===== src/rtl/snd_mailbox_pkg.sv =====
// Shared constants and sizing helpers for the sound command mailbox.
package snd_mailbox_pkg;

  localparam int unsigned BUSY_STICKY = 0;
  localparam int unsigned BUSY_LEVEL  = 1;

  function automatic int unsigned cnt_w(input int unsigned depth);
    return $clog2(depth + 1);
  endfunction

  function automatic int unsigned ptr_w(input int unsigned depth);
    return (depth > 1) ? $clog2(depth) : 1;
  endfunction

endpackage


===== src/rtl/snd_cmd_mailbox_if.sv =====
// Main-CPU strobe side and sound-CPU read/ack side of the command mailbox.
interface snd_cmd_mailbox_if #(
  parameter int unsigned DW    = 8,
  parameter int unsigned DEPTH = 4,
  parameter int unsigned NIRQ  = 1
);
  import snd_mailbox_pkg::*;

  localparam int unsigned CW = cnt_w(DEPTH);

  logic            mcode;
  logic [DW-1:0]   mdin;
  logic            snd_busy;
  logic            ovf;
  logic            rd_cmd;
  logic [DW-1:0]   cmd_dout;
  logic            cmd_valid;
  logic [CW-1:0]   cmd_count;
  logic            busy_clr;
  logic [NIRQ-1:0] irq_src;
  logic [NIRQ:0]   ack;
  logic [NIRQ:0]   pending;
  logic            int_n;

  modport master (
    output mcode, mdin, rd_cmd, busy_clr, irq_src, ack,
    input  snd_busy, ovf, cmd_dout, cmd_valid, cmd_count, pending, int_n
  );

  modport slave (
    input  mcode, mdin, rd_cmd, busy_clr, irq_src, ack,
    output snd_busy, ovf, cmd_dout, cmd_valid, cmd_count, pending, int_n
  );

endinterface


===== src/rtl/snd_cmd_fifo.sv =====
// First-word-fall-through command FIFO; head reads as all-ones when empty.
module snd_cmd_fifo
  import snd_mailbox_pkg::*;
#(
  parameter int unsigned DW    = 8,
  parameter int unsigned DEPTH = 4,
  localparam int unsigned CW   = cnt_w(DEPTH)
) (
  input  logic          clk,
  input  logic          RESETn,
  input  logic          push,
  input  logic          pop,
  input  logic [DW-1:0] din,
  output logic [DW-1:0] dout,
  output logic [CW-1:0] count,
  output logic          full,
  output logic          empty
);

  localparam int unsigned AW = ptr_w(DEPTH);

  logic [DW-1:0] r_mem [DEPTH];
  logic [AW-1:0] r_head;
  logic [AW-1:0] r_tail;
  logic [CW-1:0] r_count;
  logic          w_pop;
  logic          w_push;

  function automatic logic [AW-1:0] nxt(input logic [AW-1:0] ptr);
    return (ptr == AW'(DEPTH - 1)) ? '0 : ptr + AW'(1);
  endfunction

  assign empty  = (r_count == '0);
  assign full   = (r_count == CW'(DEPTH));
  // A pop frees the slot a same-cycle push needs when full; pop on empty is ignored.
  assign w_pop  = pop & ~empty;
  assign w_push = push & (~full | w_pop);

  always_ff @(posedge clk) begin
    if (!RESETn) begin
      r_head  <= '0;
      r_tail  <= '0;
      r_count <= '0;
    end else begin
      if (w_push) r_tail <= nxt(r_tail);
      if (w_pop)  r_head <= nxt(r_head);
      r_count <= r_count + CW'(w_push) - CW'(w_pop);
    end
  end

  always_ff @(posedge clk) begin
    if (w_push) r_mem[r_tail] <= din;
  end

  assign dout  = empty ? '1 : r_mem[r_head];
  assign count = r_count;

endmodule


===== src/rtl/snd_cmd_mailbox.sv =====
// Sound command mailbox: command FIFO, busy/overflow flags and IRQ pending register driving INT_n.
module snd_cmd_mailbox
  import snd_mailbox_pkg::*;
#(
  parameter int unsigned DW        = 8,
  parameter int unsigned DEPTH     = 4,
  parameter int unsigned NIRQ      = 1,
  parameter int unsigned BUSY_MODE = BUSY_STICKY
) (
  input logic               clk,
  input logic               RESETn,
  snd_cmd_mailbox_if.slave  bus
);

  localparam int unsigned CW = cnt_w(DEPTH);

  logic            r_mcode_hist;
  logic [NIRQ-1:0] r_irq_hist;
  logic [NIRQ:0]   r_pending;
  logic            r_ovf;

  logic            w_mcode_edge;
  logic [NIRQ-1:0] w_irq_edge;
  logic            w_full;
  logic            w_empty;
  logic [CW-1:0]   w_count;
  logic [DW-1:0]   w_dout;
  logic            w_pop_ok;
  logic            w_push_ok;
  logic            w_rearm;
  logic            w_ovf_set;
  logic [NIRQ:0]   w_pend_set;

  // History resets high so an input already asserted at reset release is not an edge.
  always_ff @(posedge clk) begin
    if (!RESETn) begin
      r_mcode_hist <= 1'b1;
      r_irq_hist   <= '1;
    end else begin
      r_mcode_hist <= bus.mcode;
      r_irq_hist   <= bus.irq_src;
    end
  end

  assign w_mcode_edge = bus.mcode & ~r_mcode_hist;
  assign w_irq_edge   = bus.irq_src & ~r_irq_hist;

  snd_cmd_fifo #(
    .DW    (DW),
    .DEPTH (DEPTH)
  ) u_fifo (
    .clk    (clk),
    .RESETn (RESETn),
    .push   (w_mcode_edge),
    .pop    (bus.rd_cmd),
    .din    (bus.mdin),
    .dout   (w_dout),
    .count  (w_count),
    .full   (w_full),
    .empty  (w_empty)
  );

  assign w_pop_ok   = bus.rd_cmd & ~w_empty;
  assign w_push_ok  = w_mcode_edge & (~w_full | w_pop_ok);
  assign w_ovf_set  = w_mcode_edge & w_full & ~w_pop_ok;
  // Re-arm the command interrupt while commands remain after a pop.
  assign w_rearm    = w_pop_ok & (w_count > CW'(1));
  assign w_pend_set = {w_irq_edge, w_push_ok | w_rearm};

  always_ff @(posedge clk) begin
    if (!RESETn) begin
      r_pending <= '0;
      r_ovf     <= 1'b0;
    end else begin
      r_pending <= (r_pending & ~bus.ack) | w_pend_set;
      r_ovf     <= w_ovf_set | (r_ovf & ~bus.busy_clr);
    end
  end

  generate
    if (BUSY_MODE == BUSY_LEVEL) begin : g_busy_level
      assign bus.snd_busy = ~w_empty;
    end else begin : g_busy_sticky
      logic r_busy;
      always_ff @(posedge clk) begin
        if (!RESETn) r_busy <= 1'b0;
        else         r_busy <= w_push_ok | (r_busy & ~bus.busy_clr);
      end
      assign bus.snd_busy = r_busy;
    end
  endgenerate

  assign bus.ovf       = r_ovf;
  assign bus.cmd_dout  = w_dout;
  assign bus.cmd_valid = ~w_empty;
  assign bus.cmd_count = w_count;
  assign bus.pending   = r_pending;
  assign bus.int_n     = ~|r_pending;

endmodule


===== src/flat_wrapper.sv =====
// flat-port wrapper written by rule: the top's interface ports become plain ports
module snd_cmd_mailbox_flat import snd_mailbox_pkg::*;
#(
  parameter int unsigned DW        = 8,
  parameter int unsigned DEPTH     = 4,
  parameter int unsigned NIRQ      = 1,
  parameter int unsigned BUSY_MODE = BUSY_STICKY
)
  (clk, RESETn, bus_mcode, bus_mdin, bus_rd_cmd, bus_busy_clr, bus_irq_src, bus_ack, bus_snd_busy, bus_ovf, bus_cmd_dout, bus_cmd_valid, bus_cmd_count, bus_pending, bus_int_n);
  snd_cmd_mailbox_if #(.DW(DW), .DEPTH(DEPTH), .NIRQ(NIRQ)) bus_i ();
  input logic clk;
  input logic RESETn;
  input wire logic [$bits(bus_i.mcode)-1:0] bus_mcode;
  input wire logic [$bits(bus_i.mdin)-1:0] bus_mdin;
  input wire logic [$bits(bus_i.rd_cmd)-1:0] bus_rd_cmd;
  input wire logic [$bits(bus_i.busy_clr)-1:0] bus_busy_clr;
  input wire logic [$bits(bus_i.irq_src)-1:0] bus_irq_src;
  input wire logic [$bits(bus_i.ack)-1:0] bus_ack;
  output wire logic [$bits(bus_i.snd_busy)-1:0] bus_snd_busy;
  output wire logic [$bits(bus_i.ovf)-1:0] bus_ovf;
  output wire logic [$bits(bus_i.cmd_dout)-1:0] bus_cmd_dout;
  output wire logic [$bits(bus_i.cmd_valid)-1:0] bus_cmd_valid;
  output wire logic [$bits(bus_i.cmd_count)-1:0] bus_cmd_count;
  output wire logic [$bits(bus_i.pending)-1:0] bus_pending;
  output wire logic [$bits(bus_i.int_n)-1:0] bus_int_n;
  assign bus_i.mcode = bus_mcode;
  assign bus_i.mdin = bus_mdin;
  assign bus_i.rd_cmd = bus_rd_cmd;
  assign bus_i.busy_clr = bus_busy_clr;
  assign bus_i.irq_src = bus_irq_src;
  assign bus_i.ack = bus_ack;
  assign bus_snd_busy = bus_i.snd_busy;
  assign bus_ovf = bus_i.ovf;
  assign bus_cmd_dout = bus_i.cmd_dout;
  assign bus_cmd_valid = bus_i.cmd_valid;
  assign bus_cmd_count = bus_i.cmd_count;
  assign bus_pending = bus_i.pending;
  assign bus_int_n = bus_i.int_n;
  snd_cmd_mailbox #(.DW(DW), .DEPTH(DEPTH), .NIRQ(NIRQ), .BUSY_MODE(BUSY_MODE)) u_core (.clk(clk), .RESETn(RESETn), .bus(bus_i));
endmodule

===== config.mk =====
export PLATFORM = sky130hd
export DESIGN_NAME = snd_cmd_mailbox_flat
export DESIGN_NICKNAME = d
export VERILOG_FILES = /design/src/rtl/snd_mailbox_pkg.sv /design/src/rtl/snd_cmd_mailbox_if.sv /design/src/rtl/snd_cmd_fifo.sv /design/src/rtl/snd_cmd_mailbox.sv /design/src/flat_wrapper.sv
export SDC_FILE = /design/constraint.sdc
export NUM_CORES = 1
export LEC_CHECK = 0
export BUFFER_PORTS_ARGS = -buffer_cell sky130_fd_sc_hd__buf_4
export CAP_MARGIN = 20
export CORE_ASPECT_RATIO = 0.9
export CORE_UTILIZATION = 25
export CTS_CLUSTER_DIAMETER = 50
export CTS_CLUSTER_SIZE = 24
export DETAILED_ROUTE_END_ITERATION = 16
export PLACE_DENSITY = 0.45
export REMOVE_ABC_BUFFERS = 1
export SLEW_MARGIN = 20
export SYNTH_ARGS = -nofsm -noshare
export SYNTH_HDL_FRONTEND = slang
export SYNTH_HIERARCHICAL = 1
export SYNTH_SLANG_ARGS = --single-unit

===== constraint.sdc =====
create_clock -name clk -period 2.15 [get_ports clk]
set_input_delay 0.43 -clock clk [delete_from_list [all_inputs] [get_ports clk]]
set_output_delay 0.43 -clock clk [all_outputs]
set_load 0.05 [all_outputs]

==> After elaboration in Yosys (flattened, before gate mapping) <==
Memories as Yosys holds them, arrays and structs flattened. A register that Yosys moved wholly into a read port is not among the register bits.
Index checks and enable logic that the tools add are counted.
{ "word_totals": {"regBits": 13, "mem_bits_rw": 32, "inputBits": 16, "out_inout_bits": 17, "elab_cells": 49, "mem_count": 1} }
{ "memory_table": {"columns": ["name", "words", "word_bits", "read_ports", "rd_ports_with_merged_regs", "wr", "line_no", "rtl"], "rows": [
  ["u_core.u_fifo.r_mem", 4, 8, 1, 1, 1, "snd_cmd_fifo.sv:22", "logic [DW-1:0] r_mem [DEPTH];"]
]} }
{ "classes": {"n_addsub": 4, "n_lt_le_gt_ge": 1, "eq_ne": 3, "muxes": 7, "n_bitwise": 22, "reduce_logical": 3} }
{ "ops": {"columns": ["operator", "n"], "rows": [
  ["1-bit bitwise AND", 9],
  ["2-bit 2-to-1 mux", 4],
  ["8-bit 2-to-1 mux", 1],
  ["1-bit inverter", 6],
  ["2-bit by 1-bit adder with 2-bit output, second input constant", 2],
  ["2-bit == test, second input constant", 2],
  ["1-bit bitwise OR", 4],
  ["3-bit by 1-bit adder with 3-bit output", 1],
  ["3-bit == test, second input constant", 1],
  ["3-bit by 1-bit > comparator with 1-bit output, second input constant", 1],
  ["3-bit zero test", 1],
  ["3-bit by 1-bit subtractor with 3-bit output", 1],
  ["2-bit bitwise AND", 1],
  ["1-bit 2-to-1 mux", 2],
  ["2-bit inverter", 1],
  ["2-bit bitwise OR", 1],
  ["2-bit OR reduction", 1],
  ["1-bit zero test", 1]
]} }

==> Logic depth before layout (Yosys ltp) <==
Gate-level depths: netlist of run 1.
{ "logic_depth": {"depth_word": 7, "mapped_depth": 8} }

==> Modules after synthesis <==
The synthesis of run 1 kept the hierarchy.
{ "by_module_without_submodules": {"columns": ["module", "n_inst", "cells_each", "area_each_um2"], "rows": [
  ["snd_cmd_fifo", 1, 100, 1689.1],
  ["snd_cmd_mailbox", 1, 26, 242.7]
]} }

==> Worst setup path after synthesis of run 1 <==
Ideal clock, no wire load.
{ "synth_path": {"path_type": "register to register", "from": "register u_core.u_fifo.r_count[2], in the netlist u_core/u_fifo/count[2]", "to": "register u_core.u_fifo.r_count[2], in the netlist u_core/u_fifo/count[2]", "setup_time_ps": 115, "t_arrival_ps": 2387, "t_required_ps": 2035, "path_slack_ps": -352, "path_stages_with_launch": 9, "synth_period_minus_slack_ps": 2502, "cell_sequence": "dfxtp_1 nor3b_2 a21boi_2 a21bo_2 ha_1 fa_1 xnor2_1 xnor2_1 and2_1"} }
{ "synth_between": {"word_cells_on_any_way": 9} }
{ "synth_rtl": {"columns": ["element", "line_no", "rtl"], "rows": [
  ["start: declaration", "snd_cmd_fifo.sv:25", "logic [CW-1:0] r_count;"],
  ["start signal: assignment", "snd_cmd_fifo.sv:47", "r_count <= r_count + CW'(w_push) - CW'(w_pop);"],
  ["3-bit == test", "snd_cmd_fifo.sv:34", "assign full = (r_count == CW'(DEPTH));"],
  ["via u_core.w_full", "snd_cmd_mailbox.sv:24", "logic w_full;"],
  ["1-bit inverter", "snd_cmd_fifo.sv:37", "assign w_push = push & (~full | w_pop);"],
  ["1-bit bitwise OR", "snd_cmd_fifo.sv:37", null],
  ["1-bit bitwise AND", "snd_cmd_fifo.sv:37", null],
  ["3-bit by 1-bit adder with 3-bit output", "snd_cmd_fifo.sv:47", null],
  ["3-bit by 1-bit subtractor with 3-bit output", "snd_cmd_fifo.sv:47", null]
]} }
The timed path passes the listed nets, and every way through them passes these cells.
A chain may end at the register's enable or synchronous reset.

==> impl_metrics.tcl, run 1 <==
set metrics [dict create \
    outcome "finished, final reports clean" \
    synthAdderAreaFrac_pct 4.92 \
    grt_pass1_wl_um 5690 \
    power_mw 3.21 \
    numCtsBuffers 5 \
    drive_gt1_share_pct 39.8 \
    final_area_mm2 0.00252 \
    initial_utilization_pct 25.7 \
    fin_crit_ns 2.10 \
    grt_pass1_vias 1178 \
    critPathCaptureType "output pin" \
    crit_cells 4 \
    die-area_mm2 0.00808 \
    maxSlewViolCount 0 \
    drt_iter0_drc 34 \
    regToRegSetupSlack_ns 0.06 \
    synth_area_leaders "edfxtp_1, dfxtp_1, mux4_2, ha_1, and2_1" \
    dr.pass1.iters 3 \
    ant_nets 0 \
    dp_slack_ns 0.00591 \
    htreeDepth 2 \
    syn_inst 126 \
    powerDensity_mw_per_mm2 1270 \
    r2r_end "u_core/u_fifo/count[2]$_SDFF_PN0_" \
    drv_cap 0 \
    synth_compound_area_share_pct 4.73 \
    ys_ff_latch 47 \
    yosys.area_share.simple_pct 11.1 \
    placed_cell_area_mm2 0.00233 \
    cts.sinks 47 \
    route.detailed.drc 0 \
    critPathBufInv 2 \
    pin_count 33 \
    die_w_um 94.7 \
    synth-edff-count 32 \
    place.gp.congestion 0.773 \
    wl_per_cell_um 13.8 \
    leakage_nw 0.928 \
    seq_area_frac_synth_pct 65.3 \
    synthXorXnorAreaFrac_pct 0.907 \
    antenna_found_initial 0 \
    ys.flop_type "edfxtp_1" \
    crit_fanout 8 \
    worstPathRequired_ns 1.72 \
    period_share_pct 97.6 \
    critPathSlowestCell "mux4_2" \
    viasPerCell 4.29 \
    cts_tree "built" \
    synth_top_family_by_area "simple AND/OR/NAND/NOR gates" \
    fin_util_pct 33.6 \
    ctsHoldBuffers 0 \
    core_area_mm2 0.00751 \
    crit_chain "buf_12 -> mux4_2 -> or2_1 -> buf_6" \
    r2r_cells 8 \
    grt_usage_pct 9.88 \
    final.setup_skew_ns 0.00601 \
    synth.avg_cell_area_um2 15.3 \
    antenna_cells 0 \
    clockBufferDepth 2 \
    rsz0062_at_grt "yes" \
    synth_cell_types 29 \
    r2r-start "u_core/u_fifo/count[0]$_SDFF_PN0_" \
    wl_met3_um 231 \
    num_rows 30 \
    max_stage_delay_ns 0.49 \
    clkTransAtPathRegs_ns 0.08 \
    synthMuxAreaShare_pct 10.4 \
    start_kind "flip-flop" \
    die_h_um 85.4 \
    overflow 0 \
    numPortBuffers 32 \
    layout.cells.non_filler 267 \
    cts-root-buf "clkbuf_8" \
    drt_wl_total_um 3690 \
    num_vias 1146 \
    yosys_warnings 6 \
    worst_pin_slew_ns 0.499 \
    insertion_delay_ns 0.30 \
    max_freq_mhz 476 \
    tns_ns 0 \
    grt_max_degree 18 \
    max_slew_margin_pct 66.7 \
    met1_length_um 1410 \
    synthesis.area_mm2 0.00193 \
    hold_violations 0 \
    synth_top_area_share_pct 49.7 \
    hold_path.class "input pin to flip-flop" \
    nFillCells 772 \
    vdd_ir_drop_max_mv 0.582 \
    crit_family "multiplexers" \
    cp_data_arrival_time_ns 1.67 \
    nets 193 \
    setup.worst_path.end "bus_cmd_dout[0]" \
    wl_met2_um 1960 \
    async_flop_share_pct 0 \
    setup_viol 0 \
    fin_ws_ns 0.0506 \
    post-place-cells 258 \
    top_layer "met4" \
    synth.largest_area_cell "edfxtp_1" \
    hpwl_um 2620 \
    area_growth_pct 30.6 \
    critPathKind "flip-flop to output pin" \
    hold_slack_ns 0.323 \
]
## layout make-up
| class | count | area [um2] | share of cell area (%) |
|---|---|---|---|
| inverter | 9 | 33.8 | 1.34 |
| tap | 96 | 120 | 4.76 |
| clock buffer | 5 | 68.8 | 2.73 |
| sequential | 47 | 1270 | 50.2 |
| clock inverter | 3 | 42.5 | 1.69 |
| timing repair buffer | 40 | 343 | 13.6 |
| multi-input combinational | 67 | 649 | 25.7 |
## per-layer routing
layer  vias up  GRT usage, %
li1        539             -
met1       555          10.6
met2        41          17.7
met3        11          3.14
met4         0          4.27
met5         -             0
## what timing repair did
action,4_1_cts,5_1_grt
endpoints found under the setup margin,8,4
resized for setup,11,10
buffers inserted,0,1
endpoints found under the hold margin,0,0
pin swaps,1,4
## cells by family (layout without fill, tap and decap cells)
family	after synthesis	after routing
compound gates	11	11
flops	47	47
buf+inv	12	57
fa+ha+maj	7	7
xor+xnor	2	2
simple gates	37	37
mux	10	10
## power by group
part	internal, mW	switching [mW]	leakage (nW)
Clock	0.347	0.292	0.0562
Combinational	0.617	0.827	0.459
Sequential	1.04	0.0903	0.413
Total	2.00	1.21	0.928
## Yosys cell counts, drive strengths merged (3+ instances only)
| master | instances |
|---|---|
| ha | 6 |
| or2 | 9 |
| dfxtp | 15 |
| nor2b | 3 |
| mux4 | 8 |
| nand2 | 7 |
| nor2 | 4 |
| edfxtp | 32 |
| inv | 9 |
| and2 | 8 |
## worst min path at each step
stage	from	to	slack, ns	cells past startpoint
2_1_floorplan	u_core/u_fifo/r_tail[1]$_SDFFE_PN0P_	u_core/u_fifo/r_tail[1]$_SDFFE_PN0P_	0.47	2
5_1_grt	bus_mdin[1]	u_core/u_fifo/r_mem[3][1]$_DFFE_PP_	0.32	1
3_3_place_gp	u_core/u_fifo/r_tail[1]$_SDFFE_PN0P_	u_core/u_fifo/r_tail[1]$_SDFFE_PN0P_	0.47	2
3_5_place_dp	u_core/u_fifo/r_tail[1]$_SDFFE_PN0P_	u_core/u_fifo/r_tail[1]$_SDFFE_PN0P_	0.51	2
6_report	bus_irq_src	u_core/r_irq_hist$_SDFF_PN1_	0.32	3
4_1_cts	bus_mdin[1]	u_core/u_fifo/r_mem[3][1]$_DFFE_PP_	0.32	1
## cell usage in the layout, fill, tap and decap left out, drive strengths merged, types with 2 or more instances in the layout
master  instances
nand2           7
o22ai           2
nand2b          2
mux2i           2
edfxtp         32
nor2            4
a21boi          2
dfxtp          15
and2            8
buf            40
inv            10
xnor2           2
mux4            8
ha              6
nand3           2
nor2b           3
o21ai           2
clkbuf          5
or2             9
o21a            2
## flip-flops by register name, summed over array words and instances, names as in the netlist, named ones only
name                  count
u_core/u_fifo/r_tail      2
u_core/r_mcode_hist       1
u_core/u_fifo/count       3
u_core/bus.snd_busy       1
u_core/bus.pending        2
u_core/u_fifo/r_head      2
u_core/r_irq_hist         1
u_core/bus.ovf            1
u_core/u_fifo/r_mem      32
## worst reg2reg max path, delay by kind of cell, from the launching register on
family,cells,cell delay [ns]
flops,1,0.39
fa+ha+maj,2,0.57
compound gates,2,0.47
simple gates,2,0.30
xor+xnor,2,0.27
(Power assumes the default switching activity.)
==> run 2: changes to the inputs <==
--- a/config.mk
+++ b/config.mk
@@ -12,7 +12,8 @@
 export CTS_CLUSTER_DIAMETER = 50
 export CTS_CLUSTER_SIZE = 24
 export DETAILED_ROUTE_END_ITERATION = 16
-export PLACE_DENSITY = 0.45
+export HOLD_SLACK_MARGIN = 0.12
+export PLACE_DENSITY = 0.44
 export REMOVE_ABC_BUFFERS = 1
 export SLEW_MARGIN = 20
 export SYNTH_ARGS = -nofsm -noshare
==> constraint.sdc (replaced) <==
create_clock -name clk -period 2.51 [get_ports clk]
set_input_delay 0.502 -clock clk [delete_from_list [all_inputs] [get_ports clk]]
set_output_delay 0.502 -clock clk [all_outputs]
set_load 0.05 [all_outputs]
==> run 2 against run 1 <==
  * Worst setup slack better by 0.12 ns
  * Power down 19%
  * Die area unchanged
  * Non-clock buffer count is 6 lower
  * Cell count shrank 2.2%
  * Clock power shrank 12%
  * Sequential power down 16%
  * Wire length decreased by 0.41%
  * Flip-flop and latch count is the same
  * Sequential share of layout area rose by 2.1 points
  * Critical path type is now flip-flop to flip-flop
  * Largest power group unchanged
==> impl_metrics.tcl, run 2 (synthesis results as in run 1) <==
set metrics [dict create \
    outcome "finished, final reports clean" \
    r2r-start "u_core/u_fifo/count[2]$_SDFF_PN0_" \
    leakage_nw 0.879 \
    rsz0062_at_grt "no" \
    antenna_cells 0 \
    r2r_end "u_core/u_fifo/count[2]$_SDFF_PN0_" \
    dr.pass1.iters 4 \
    numPortBuffers 32 \
    fin_util_pct 32.2 \
    powerDensity_mw_per_mm2 1070 \
    wl_per_cell_um 14.1 \
    maxSlewViolCount 0 \
    final_common_cell "buf_4" \
    placed_cell_area_mm2 0.00229 \
    antenna_found_initial 0 \
    max_flop_register "u_core/u_fifo/r_mem" \
    drv_cap 0 \
    vdd_ir_drop_max_mv 0.689 \
    min_to "u_core/u_fifo/r_mem[1][3]$_DFFE_PP_" \
    max_slew_margin_pct 65.5 \
    htreeDepth 2 \
    nFillCells 765 \
    final.setup_skew_ns 0.00649 \
    cp_data_arrival_time_ns 2.54 \
    hpwl_um 2600 \
    start_kind "flip-flop" \
    num_vias 1092 \
    largest_reg_flops 32 \
    place.gp.congestion 0.786 \
    grt_max_degree 18 \
    hold_violations 0 \
    cts.sinks 47 \
    setup_viol 0 \
    hold_depth 1 \
    max_freq_mhz 427 \
    drt_iter0_drc 33 \
    overflow 0 \
    crit_fanout 7 \
    insertion_delay_ns 0.30 \
    grt_usage_pct 10.0 \
    fin_crit_ns 2.34 \
    worstPathRequired_ns 2.71 \
    nets 187 \
    cts_setup_buffers 0 \
    drt_wl_total_um 3670 \
    critPathCaptureType "flip-flop" \
    viasPerCell 4.18 \
    regToRegSetupSlack_ns 0.17 \
    critPathKind "flip-flop to flip-flop" \
    core_area_mm2 0.00751 \
    cts_tree "built" \
    tns_ns 0 \
    drive_gt1_share_pct 34.5 \
    grt_pass1_vias 1167 \
    final_cell_mix "buf_4, edfxtp_1, dfxtp_1" \
    numCtsBuffers 5 \
    hold_path.class "input pin to flip-flop" \
    die-area_mm2 0.00808 \
    die_h_um 85.4 \
    clockBufferDepth 2 \
    period_share_pct 93.3 \
    r2r_cells 8 \
    final_area_mm2 0.00241 \
    pin_count 33 \
    area_growth_pct 24.9 \
    ant_nets 0 \
    initial_utilization_pct 25.7 \
    route.detailed.drc 0 \
    die_w_um 94.7 \
    cts-root-buf "clkbuf_8" \
    worst_pin_slew_ns 0.517 \
    num_rows 30 \
    clkTransAtPathRegs_ns 0.09 \
    grt_pass1_wl_um 5970 \
    hold_start "bus_mdin[3]" \
]
[run 2: how the worst max path moves through the flow]
stage | start | end | slack [ns] | cells past startpoint
2_1_floorplan | u_core/u_fifo/count[2]$_SDFF_PN0_ | u_core/u_fifo/count[2]$_SDFF_PN0_ | 0.008 | 8
3_3_place_gp | u_core/u_fifo/count[1]$_SDFF_PN0_ | u_core/u_fifo/count[2]$_SDFF_PN0_ | 0.25 | 8
3_5_place_dp | u_core/u_fifo/count[1]$_SDFF_PN0_ | u_core/u_fifo/count[2]$_SDFF_PN0_ | 0.16 | 8
4_1_cts | u_core/u_fifo/count[1]$_SDFF_PN0_ | u_core/u_fifo/count[2]$_SDFF_PN0_ | 0.16 | 8
5_1_grt | u_core/u_fifo/count[2]$_SDFF_PN0_ | u_core/u_fifo/count[2]$_SDFF_PN0_ | 0.05 | 8
6_report | u_core/u_fifo/count[2]$_SDFF_PN0_ | u_core/u_fifo/count[2]$_SDFF_PN0_ | 0.17 | 8
[run 2: where the power goes]
part | leakage (nW) | switching [mW] | internal (mW)
registers | 0.412 | 0.0713 | 0.883
clock network | 0.0587 | 0.263 | 0.302
logic | 0.408 | 0.669 | 0.400
total | 0.879 | 1.00 | 1.59
[run 2: stage by stage]
| step | std cells | power [mW] | hold WS [ns] | worst slack [ns] |
|---|---|---|---|---|
| finish | 261 | 2.59 | 0.392 | 0.169 |
| global route | 261 | 2.73 | 0.382 | 0.0521 |
| CTS | 261 | 2.61 | 0.384 | 0.164 |
| detailed placement | 253 | 2.04 | 0.491 | 0.163 |
| global placement | 253 | 2.04 | 0.480 | 0.251 |
| floorplan | 123 | 1.70 | 0.468 | 0.00816 |
[run 2: layout make-up]
cell class / count / area (um2) / share of cell area (%)
clock buffers: 5 / 68.8 / 2.85
clock inverters: 3 / 47.5 / 1.97
inverters: 9 / 33.8 / 1.40
multi-input cells: 67 / 627 / 26.0
flip-flops and latches: 47 / 1260 / 52.3
well taps: 96 / 120 / 4.98
repair buffers: 34 / 255 / 10.6
[run 2: repair_timing]
item                                    4_1_cts  5_1_grt
endpoints found under the setup margin        0        1
hold buffers                                  0        0
resized for setup                             0        1
[run 2: routing by layer]
layer	vias to the layer above	part of all wire, %	GRT usage [%]
li1	525	-	-
met1	521	46	12.9
met2	39	46	15.6
met3	7	6.9	3.49
met4	0	1.3	3.72
met5	-	0	0
[run 2: worst max-delay path, stage by stage, from the launching register on]
cell      delay (ns)
dfxtp_1         0.50
nor3b_2         0.35
a21boi_2        0.16
a21bo_2         0.24
ha_1            0.18
fa_1            0.39
xnor2_1         0.15
xnor2_1         0.13
and2_1          0.15
==> run 3: changes to the inputs <==
--- a/config.mk
+++ b/config.mk
@@ -18,5 +18,4 @@
 export SLEW_MARGIN = 20
 export SYNTH_ARGS = -nofsm -noshare
 export SYNTH_HDL_FRONTEND = slang
-export SYNTH_HIERARCHICAL = 1
 export SYNTH_SLANG_ARGS = --single-unit
==> run 3 against run 2 <==
  * First-iteration DRC count decreased by 27%
  * Worst hold slack improved by 0.0030 ns
  * Worst setup slack improved by 0.062 ns
  * Flip-flop and latch count unchanged
  * Maximum frequency increased by 2.7%
  * Via count increased by 0.55%
  * Critical path type unchanged
  * Critical endpoint is now u_core.u_fifo.count[2]$_SDFF_PN0_
==> impl_metrics.tcl, run 3 <==
set metrics [dict create \
    die_h_um 85.9 \
    synth_commonest_cells "edfxtp_1, dfxtp_1, inv_1, ha_1" \
    p_seq_share_pct 37.1 \
    place.gp.congestion 0.807 \
    p_comb_share_pct 41.6 \
    final_common_cell "buf_4" \
    antenna_found_initial 0 \
    setup_viol 0 \
    worst_pin_slew_ns 0.455 \
    synth_area_leaders "edfxtp_1, dfxtp_1, mux4_2, ha_1, and2_1" \
    pin_count 33 \
    critPathCaptureType "flip-flop" \
    drt_iter0_drc 24 \
    grt_busiest_layer "met2" \
    insertion_delay_ns 0.30 \
    core_area_mm2 0.00754 \
    yosys_warnings 0 \
    grt_max_degree 18 \
    max_stage_delay_ns 0.51 \
    ant_nets 0 \
    hold_violations 0 \
    crit_chain "nor4b_4 -> nor3b_4 -> inv_1 -> ha_1 -> inv_1 -> ha_1 -> fa_1 -> xnor2_1 -> and2_1" \
    fin_crit_ns 2.28 \
    htreeDepth 2 \
    drv_cap 0 \
    clkTransAtPathRegs_ns 0.09 \
    numPortBuffers 32 \
    met2_usage_pct 16.2 \
    maxSlewViolCount 0 \
    synth.largest_area_cell "edfxtp_1" \
    layout.cells.non_filler 267 \
    post-place-cells 256 \
    p_sw_share_pct 39.1 \
    rsz0062_at_grt "no" \
    synth_top_area_share_pct 49.1 \
    viasPerCell 4.11 \
    clockPowerShare_pct 21.4 \
    internal-power_mw 1.58 \
    max_slew_margin_pct 69.6 \
    hpwl_um 2540 \
    wl_per_cell_um 13.5 \
    p_switching_mw 1.01 \
    multiInputGateArea_um2 629 \
    route.detailed.drc 0 \
    synthesis.area_mm2 0.00196 \
    cts_tree "built" \
    max_flop_register "u_core.u_fifo.r_mem" \
    max_freq_mhz 439 \
    period_share_pct 90.8 \
    num_rows 30 \
    syn_inst 130 \
    fin_ws_ns 0.231 \
    worstPathRequired_ns 2.71 \
    drt_wl_total_um 3610 \
    nets 196 \
    numCtsBuffers 5 \
    vdd_ir_drop_max_mv 0.688 \
    crit_family "adder cells" \
    grt_pass1_vias 1173 \
    synth_cell_types 28 \
    ys.flop_type "edfxtp_1" \
    final.setup_skew_ns 0.00562 \
    dr.pass1.iters 4 \
    antenna_cells 0 \
    num_vias 1098 \
    critPathBufInv 2 \
    outcome "finished, final reports clean" \
    grt_pass1_wl_um 5800 \
    cts-root-buf "clkbuf_8" \
    seq_area_frac_synth_pct 64.5 \
    grt_use_met3_pct 3.28 \
    synth.avg_cell_area_um2 15.1 \
    final_cell_mix "buf_4, edfxtp_1, dfxtp_1" \
    critPathSlowestCell "dfxtp_1" \
    die_w_um 95.3 \
    dp_slack_ns 0.0556 \
    grt_util_met1_pct 11.5 \
    async_flop_share_pct 0 \
    area_growth_pct 25.1 \
    ys_ff_latch 47 \
    powerDensity_mw_per_mm2 1060 \
    drive_gt1_share_pct 32.2 \
    critPathKind "flip-flop to flip-flop" \
    leakage_nw 0.914 \
    hold_path.class "input pin to flip-flop" \
    regArea_mm2 0.00126 \
    tns_ns 0 \
    initial_utilization_pct 25.9 \
    clockBufferDepth 2 \
    yosys.cell_count.top_type "edfxtp_1" \
    fin_util_pct 32.5 \
    die-area_mm2 0.00819 \
    largest_reg_flops 32 \
    cp_data_arrival_time_ns 2.48 \
    synth-edff-count 32 \
    nFillCells 748 \
    crit_fanout 7 \
    start_kind "flip-flop" \
    hold_slack_ns 0.395 \
    overflow 0 \
    grt_usage_pct 9.62 \
    cts.sinks 47 \
]
## run 3: worst paths after layout
| kind | from | endpoint | slack, ns | depth (start not counted) |
|---|---|---|---|---|
| max | u_core.u_fifo.count[1]$_SDFF_PN0_ | u_core.u_fifo.count[2]$_SDFF_PN0_ | 0.23 | 9 |
| min reg2reg | u_core.u_fifo.r_tail[1]$_SDFFE_PN0P_ | u_core.u_fifo.r_tail[1]$_SDFFE_PN0P_ | 0.52 | 2 |
| min | bus_mdin[6] | u_core.u_fifo.r_mem[0][6]$_DFFE_PP_ | 0.39 | 1 |
| max reg2reg | u_core.u_fifo.count[1]$_SDFF_PN0_ | u_core.u_fifo.count[2]$_SDFF_PN0_ | 0.23 | 9 |
## run 3: cell families (layout without fill, tap and decap cells)
group	Yosys count	after routing	synth area share [%]
flops	47	47	64.5
xor+xnor	1	1	0.448
simple gates	36	36	11.4
buf+inv	17	58	3.64
mux	10	10	10.2
fa+ha+maj	10	10	6.78
compound gates	9	9	3.01
## run 3: power groups by stage
stage	clock [mW]	sequential [mW]	combinational, mW
after floorplan	0	1.06	0.644
after global placement	0	0.969	1.07
after detailed placement	0	0.970	1.09
after CTS	0.570	0.955	1.09
after global routing	0.596	0.972	1.17
final	0.554	0.960	1.08
## run 3: timing repair
item,in CTS,in global routing
hold buffers,0,0
gates resized for setup,0,1
buffers inserted,0,3
endpoints found under the setup margin,0,1
hold endpoints to repair,0,0
## run 3: per-layer routing
layer	share of wire (%)	up-vias
li1	-	538
met3	7.3	6
met4	1.1	0
met2	48	37
met5	0	-
met1	44	517
## run 3: final cells by class
cell class	count	share of cell area (%)
inverter	13	1.99
sequential	47	51.5
clock buffer	5	2.81
multi-input combinational	66	25.7
timing repair buffer	37	11.3
tap	96	4.91
clock inverter	3	1.74
## run 3: worst register-to-register path: stages, from the launching register on
cell and delay [ns]:
dfxtp_1 0.51, nor4b_4 0.11, nor3b_4 0.33, inv_1 0.08
ha_1 0.28, inv_1 0.04, ha_1 0.18, fa_1 0.38
xnor2_1 0.13, and2_1 0.14
## run 3: metrics by stage
stage	power [mW]	instance area, um2
5_1_grt	2.74	2450
3_5_place_dp	2.06	2310
4_1_cts	2.61	2420
6_report	2.59	2450
3_3_place_gp	2.04	2310
2_1_floorplan	1.71	1930
